File: config.mk
export PLATFORM = sky130hd
export DESIGN_NAME = letter2ps2_tx
export DESIGN_NICKNAME = d
export VERILOG_FILES = /design/src/rtl/letter2ps2_tx.sv
export SDC_FILE = /design/constraint.sdc
export NUM_CORES = 1
export LEC_CHECK = 0
export BUFFER_PORTS_ARGS = -buffer_cell sky130_fd_sc_hd__buf_2
export CAP_MARGIN = 20
export CORE_MARGIN = 2
export CORE_UTILIZATION = 62
export CTS_CLUSTER_SIZE = 20
export DETAILED_ROUTE_END_ITERATION = 8
export PLACE_DENSITY = 0.92
export SLEW_MARGIN = 20
export SYNTH_ARGS = -nofsm -noshare
export SYNTH_HDL_FRONTEND = slang
export SYNTH_SLANG_ARGS = --single-unit
File: constraint.sdc
create_clock -name clk -period 4.8 [get_ports clk]
set_input_delay 0.96 -clock clk [delete_from_list [all_inputs] [get_ports clk]]
set_output_delay 0.96 -clock clk [all_outputs]
set_load 0.05 [all_outputs]
File: src/rtl/letter2ps2_tx.sv
// letter2ps2_tx: maps a letter index to its PS/2 Set-2 scan code and sends it as a device-side make/break keystroke.
module letter2ps2_tx #(
  parameter int HALF_PERIOD = 4000,
  parameter int GAP_CYCLES = 8000,
  parameter bit SEND_BREAK = 1'b1
) (
  input  logic       clk,
  input  logic       rst,
  input  logic [4:0] letter_in,
  input  logic       valid_in,
  output logic       ready_out,
  output logic       ps2_clk_out,
  output logic       ps2_data_out,
  output logic       busy,
  output logic       err_invalid
);
  typedef enum logic [1:0] {IDLE, SEND, GAP} state_t;
  localparam int HW = HALF_PERIOD > 2 ? $clog2(HALF_PERIOD) : 1;
  localparam int GW = GAP_CYCLES > 2 ? $clog2(GAP_CYCLES) : 1;
  localparam logic [HW-1:0] H_LAST = HW'(HALF_PERIOD - 1);
  localparam logic [GW-1:0] G_LAST = GW'(GAP_CYCLES - 1);
  localparam logic [1:0] B_LAST = SEND_BREAK ? 2'd2 : 2'd0;
  state_t state;
  logic [HW-1:0] hcnt;
  logic [GW-1:0] gcnt;
  logic low;
  logic [3:0] bit_cnt;
  logic [1:0] byte_idx;
  logic [7:0] code;
  logic [7:0] lut_code;
  logic [10:0] shreg;
  logic letter_ok;
  function automatic logic [10:0] frame(input logic [7:0] b);
    return {1'b1, ~^b, b, 1'b0};
  endfunction
  always_comb begin
    case (letter_in)
      5'd1: lut_code = 8'h1C;
      5'd2: lut_code = 8'h32;
      5'd3: lut_code = 8'h21;
      5'd4: lut_code = 8'h23;
      5'd5: lut_code = 8'h24;
      5'd6: lut_code = 8'h2B;
      5'd7: lut_code = 8'h34;
      5'd8: lut_code = 8'h33;
      5'd9: lut_code = 8'h43;
      5'd10: lut_code = 8'h3B;
      5'd11: lut_code = 8'h42;
      5'd12: lut_code = 8'h4B;
      5'd13: lut_code = 8'h3A;
      5'd14: lut_code = 8'h31;
      5'd15: lut_code = 8'h44;
      5'd16: lut_code = 8'h4D;
      5'd17: lut_code = 8'h15;
      5'd18: lut_code = 8'h2D;
      5'd19: lut_code = 8'h1B;
      5'd20: lut_code = 8'h2C;
      5'd21: lut_code = 8'h3C;
      5'd22: lut_code = 8'h2A;
      5'd23: lut_code = 8'h1D;
      5'd24: lut_code = 8'h22;
      5'd25: lut_code = 8'h35;
      5'd26: lut_code = 8'h1A;
      default: lut_code = 8'h00;
    endcase
  end
  // no valid letter maps to 00, so a zero lookup doubles as the range check
  assign letter_ok = lut_code != 8'h00;
  always_ff @(posedge clk) begin
    if (rst) begin
      state <= IDLE;
      ready_out <= 1'b1;
      ps2_clk_out <= 1'b1;
      ps2_data_out <= 1'b1;
      busy <= 1'b0;
      err_invalid <= 1'b0;
      hcnt <= '0;
      gcnt <= '0;
      low <= 1'b0;
      bit_cnt <= 4'd0;
      byte_idx <= 2'd0;
      code <= 8'h00;
      shreg <= '1;
    end else begin
      err_invalid <= 1'b0;
      case (state)
        IDLE: begin
          if (valid_in && letter_ok) begin
            code <= lut_code;
            shreg <= frame(lut_code);
            ps2_data_out <= 1'b0;
            state <= SEND;
            ready_out <= 1'b0;
            busy <= 1'b1;
            byte_idx <= 2'd0;
            bit_cnt <= 4'd0;
            hcnt <= '0;
            low <= 1'b0;
          end else if (valid_in) begin
            err_invalid <= 1'b1;
          end
        end
        SEND: begin
          if (hcnt == H_LAST) begin
            hcnt <= '0;
            low <= ~low;
            ps2_clk_out <= low;
            // a bit ends after its low half; data moves only at the start of the next bit
            if (low && bit_cnt == 4'd10) begin
              state <= GAP;
              bit_cnt <= 4'd0;
              gcnt <= '0;
            end else if (low) begin
              bit_cnt <= bit_cnt + 4'd1;
              ps2_data_out <= shreg[1];
              shreg <= shreg >> 1;
            end
          end else begin
            hcnt <= hcnt + 1'b1;
          end
        end
        GAP: begin
          if (gcnt == G_LAST) begin
            gcnt <= '0;
            if (byte_idx == B_LAST) begin
              state <= IDLE;
              ready_out <= 1'b1;
              busy <= 1'b0;
              byte_idx <= 2'd0;
            end else begin
              byte_idx <= byte_idx + 2'd1;
              shreg <= frame(byte_idx == 2'd0 ? 8'hF0 : code);
              ps2_data_out <= 1'b0;
              state <= SEND;
            end
          end else begin
            gcnt <= gcnt + 1'b1;
          end
        end
        default: state <= IDLE;
      endcase
    end
  end
endmodule
Yosys cells after proc, flatten, opt, wreduce, memory -nomap -nowiden
Memories as Yosys holds them, arrays and structs flattened.
Cells that the tools add are included.
{"block": "word_totals", "regBits": 58, "latch_bits": 0, "mem_bits_rw": 0, "romBits": 224, "inputBits": 8, "n_memories": 1}
{"memory": "(name not given)", "depth": 32, "width": 7, "rd": 1, "rd_ports_with_merged_regs": 0, "wr": 0, "line_no": "37", "rtl": "case (letter_in)"}
{"block": "op_classes", "add_sub_neg": 4, "n_mul": 0, "div_mod_pow": 0, "order_cmp": 0, "n_eq_ne": 15, "shift": 0, "muxes": 47, "n_bitwise": 2, "n_reduce_logical": 22}
{"operator": "2-to-1 mux 11 bit", "n": 6}
{"operator": "2-to-1 mux 13 bit", "n": 3}
{"operator": "case mux 11 bit (3 select lines)", "n": 1}
{"operator": "case mux 13 bit (2 select lines)", "n": 1}
{"operator": "2-to-1 mux 12 bit", "n": 2}
{"operator": "case mux 12 bit (2 select lines)", "n": 1}
{"operator": "2-to-1 mux 4 bit", "n": 4}
{"operator": "inequality test 2 bit (second input constant)", "n": 8}
{"operator": "XNOR reduction 8 bit", "n": 2}
{"operator": "2-to-1 mux 1 bit", "n": 14}
{"operator": "2-to-1 mux 2 bit", "n": 7}
{"operator": "adder 13 x 1 -> 13 bit (second input constant)", "n": 1}
{"operator": "== test 13 bit (second input constant)", "n": 1}
{"operator": "adder 12 x 1 -> 12 bit (second input constant)", "n": 1}
{"operator": "== test 12 bit (second input constant)", "n": 1}
{"operator": "AND reduction 4 bit", "n": 3}
{"operator": "AND reduction 3 bit", "n": 3}
{"operator": "2-to-1 mux 8 bit", "n": 1}
{"operator": "case mux 4 bit (2 select lines)", "n": 1}
{"operator": "nonzero test 8 bit", "n": 1}
{"operator": "AND reduction 7 bit", "n": 1}
{"operator": "case mux 1 bit (2 select lines)", "n": 3}
{"operator": "case mux 2 bit (3 select lines)", "n": 1}
{"operator": "AND reduction 2 bit", "n": 3}
{"operator": "14 further kinds", "n": 20}

Depth between registers and ports, before layout
{"block": "depth", "ltp_word": 6, "mapped_depth": 15, "depth_no_buf": 12}

Least setup slack after synthesis
OpenSTA, ideal clock, no wires.
{"block": "synth_path", "path_type": "input port to flip-flop", "start": "in letter_in[0]", "end": "reg shreg[2]", "setup_time_ns": 0.122, "arrival_ns": 3.689, "required_time_ns": 4.678, "path_slack_ns": 0.989, "path_stages": 14, "n_path_buf": 2, "path_cell_list": "buf_2 > inv_1 > ha_1 > nand2b_1 > a221o_1 > a221oi_1 > inv_1 > ha_1 > and4_1 > a41oi_4 > o21ai_2 > or2_1 > buf_6 > a221o_1"}
{"block": "synth_via", "elab_chain_len": 5, "word_cells_on_any_way": 7}
{"item": "start, declared", "line_no": "9", "rtl": "input logic [4:0] letter_in,"}
{"item": "memory (32 x 7 bit) (*)"}
{"item": "nonzero test 8 bit", "line_no": "68", "rtl": "assign letter_ok = lut_code != 8'h00;"}
{"item": "logical AND 1 bit", "line_no": "88", "rtl": "if (valid_in && letter_ok) begin"}
{"item": "inequality test 2 bit (no line)"}
{"item": "AND reduction 7 bit (no line)"}
{"item": "end signal, assigned", "line_no": "90", "rtl": "shreg <= frame(lut_code);"}
{"item": "end signal, assigned", "line_no": "116", "rtl": "shreg <= shreg >> 1;"}
{"item": "end signal, assigned", "line_no": "132", "rtl": "shreg <= frame(byte_idx == 2'd0 ? 8'hF0 : code);"}
{"item": "end, declared", "line_no": "31", "rtl": "logic [10:0] shreg;"}
Every way passes the cells marked *; elsewhere a longest branch is shown, timed or not. The select of a mux whose other input is x is not followed.
A chain may end at the register's enable or synchronous reset.

Worst setup path in the final report
Ends and elaborated chain as after synthesis.

==> flow_summary.toml <==
[run_status]
status = "finished, final reports clean"

[floorplan]
dieHeight_um = 79.8
floorplan.core_area_um2 = 5540
initial_core_utilization = 0.642
ioPinCount = 13
core.rowCount = 27
design.die.area_um2 = 6360
dieWidth_um = 79.8

[flow_run]
max_cap_viol_count = 0

[setup_path]
worst-path-buf-inv = 3
cell_type_of_the_slowest_stage_on_the_worst_timing_path = "sky130_fd_sc_hd__a221oi_1"
cp_top_family = "compound AO/OA/AOI/OAI gates"
setup.worst_path.class = "input pin to flip-flop"
crit_path_end_kind = "flip-flop"
critPathMaxFanout = 14
path_cells = "buf_2 -> inv_1 -> ha_1 -> nand2b_1 -> a221o_1 -> a221oi_1 -> inv_1 -> ha_1 -> and4_1 -> a41oi_4 -> o21ai_2 -> or2_1 -> a221o_1"
worst_path_required_ns = 5.00
worstPathArrival_ns = 4.34
worst_setup_path_start_kind = "input pin"
timing.critical_path.slowest_cell_delay_ns = 0.47

[finish]
flow.area_growth_from_synthesis_pct = 3.59
drive_above_1_share = 0.102
fillerInstances = 461
post_route_cell_area_um2 = 3690
finish.utilization = 0.665
num_antenna_cells = 0
layout.nets = 431

[route]
post_detailed_route_drc_marker_count = 0
drtAntennaViolNets = 0
detailedRoute.firstPassIterationCount = 5
drt-vias-per-instance = 6.39
wire_per_inst_um = 15.8
postRouteWirelength_um = 7490
detail_route.iter0.violations = 207
via_count = 3031

[sta]
grt_setup_unrepaired = "false"
fin_crit_sh = 0.862
fin_setup_tns_ns = 0
finalClockSkew_ns = 0.00786
relSlewSlack = 0.363
finalHoldViolCount = 0
clock.fmax_ghz = 0.242
max_slew.worst_pin.slew_ns = 0.951
timing_max_transition_violations_final = 0
final-setup-viol-count = 0
setup_slack_ns = 0.663
min_period_ns = 4.14

[global_routing]
overflow = 0
grt_start_max_net_pins = 26
via_count_of_the_first_global_routing_pass = 2810
track_usage = 0.253
grt_antenna_before_repair = 0
grt_pass1_wl_um = 13000

[clock_tree]
htree_num_levels = 2
numCtsBuffers = 5
worstSkewPairLatency_ns = 0.31
clock_tree_from_tritoncts = "yes"
cts_hold_repair.buffers = 0
ctsLongestPathBuffers = 2
postCtsSetupRepairBufs = 0
clk_pin_slew_worst_paths_ns = 0.09
post_cts_resized = 0
cts_num_sinks = 56
cts.root.buffer_cell = "sky130_fd_sc_hd__clkbuf_8"

[yosys]
yosysMostFrequentCell = "sky130_fd_sc_hd__dfxtp_1"
synth_top_cell_by_area = "sky130_fd_sc_hd__dfxtp_1"
synth.top_cells.by_area = "sky130_fd_sc_hd__dfxtp_1 (32%), sky130_fd_sc_hd__ha_1 (7.0%), sky130_fd_sc_hd__xnor2_1 (5.2%), sky130_fd_sc_hd__nor2_1 (4.5%), sky130_fd_sc_hd__a21oi_1 (3.2%)"
synthesis.area_um2 = 3560
synth.net_count = 436
async_flop_share = 0
synthFlopType = "sky130_fd_sc_hd__dfxtp_1"
synth_top_area_frac = 0.315
synth_enable_flop_cells = 0
post_synth_most_frequent_cells = "sky130_fd_sc_hd__dfxtp_1 (56), sky130_fd_sc_hd__nor2_1 (43), sky130_fd_sc_hd__inv_1 (25)"
yosys_warnings = 0
seq_total_area_yosys = 0.315
ys_ff_latch = 56
netlist-cell-type-count = 65
postSynthAreaPerCell_um2 = 8.72
synthCells = 408

[place]
gpl.final_weighted_congestion = 0.859
place.port_buffers = 12
placedInstanceArea_um2 = 3590
dp_hpwl_um = 5380
post-place-ws_ns = 0.354

[power]
p_leak_nw = 1.31
finalPower_mw = 1.54
power_density_nw_per_um2 = 418
vdd_drop_max_mv = 0.260

[min_path]
min_path_type = "flip-flop to flip-flop"
-- worst paths after layout --
| path | startpoint | end | slack (ns) | depth (start not counted) |
|---|---|---|---|---|
| max | letter_in[0] | shreg[2]$_SDFFE_PP1P_ | 0.66 | 13 |
| min | busy$_SDFFE_PP0P_ | busy$_SDFFE_PP0P_ | 0.48 | 2 |
| max reg2reg | gcnt[0]$_SDFFE_PP0P_ | shreg[2]$_SDFFE_PP1P_ | 2.09 | 6 |
| min reg2reg | busy$_SDFFE_PP0P_ | busy$_SDFFE_PP0P_ | 0.48 | 2 |
-- kinds of logic (layout without fill, tap and decap cells) --
logic type | after synthesis | in the layout | synth area share
AOI/OAI and AO/OA | 112 | 112 | 0.244
and+or+nand+nor | 136 | 136 | 0.220
buffers and inverters | 51 | 45 | 0.0647
adders and majority gates | 20 | 20 | 0.0703
xor gates and xnor gates | 22 | 22 | 0.0542
muxes | 11 | 11 | 0.0313
DFF | 56 | 56 | 0.315
-- cell usage in the layout (no fill, tap or decap), drive strengths merged, types with 14 or more instances in the layout --
master	Yosys	final
inv	25	25
ha	20	20
o21ai	19	19
a211oi	14	14
a21oi	24	24
nand2	21	21
dfxtp	56	56
xnor2	21	21
buf	14	14
nor2	43	43
-- state kept, by name, summed over array words and instances (netlist names) --
| signal | count |
|---|---|
| code | 7 |
| shreg | 10 |
| ps2_data_out | 1 |
| ready_out | 1 |
| byte_idx | 2 |
| ps2_clk_out | 1 |
| busy | 1 |
| hcnt | 12 |
| state | 2 |
| err_invalid | 1 |
| low | 1 |
| bit_cnt | 4 |
| gcnt | 13 |
-- stage by stage --
stage | cells | hold slack [ns]
6_report | 474 | 0.476
5_1_grt | 474 | 0.504
4_1_cts | 474 | 0.485
3_5_place_dp | 468 | 0.471
3_3_place_gp | 468 | 0.463
2_1_floorplan | 408 | 0.446
-- report_power, final --
| group | switching [mW] | internal, mW |
|---|---|---|
| clock network | 0.145 | 0.150 |
| registers | 0.0573 | 0.539 |
| logic | 0.404 | 0.245 |
| total | 0.606 | 0.934 |
-- final cells by class --
type,count,area (um2),area share
Multi-Input combinational cell,301,2210,0.599
Sequential cell,56,1120,0.304
Inverter,25,93.8,0.0255
Tap cell,72,90.1,0.0244
Timing Repair Buffer,14,75.1,0.0204
Clock buffer,5,68.8,0.0187
Clock inverter,1,30.0,0.00815
-- per-layer routing --
layer	wire, um	share of wire	vias to the layer above	global-route usage
li1	-	-	1482	-
met2	3570	0.48	77	0.396
met5	0	0	-	0
met1	3450	0.46	1458	0.352
met3	296	0.040	14	0.0385
met4	174	0.023	0	0.0983
-- worst reg2reg max path: stages (launching register included) --
cell                      delay, ns
sky130_fd_sc_hd__dfxtp_1       0.40
sky130_fd_sc_hd__ha_1          0.19
sky130_fd_sc_hd__nand3_1       0.33
sky130_fd_sc_hd__nor4_2        0.42
sky130_fd_sc_hd__a31oi_1       0.39
sky130_fd_sc_hd__or2_1         0.50
sky130_fd_sc_hd__a221o_1       0.39
(Power assumes the default switching activity.)
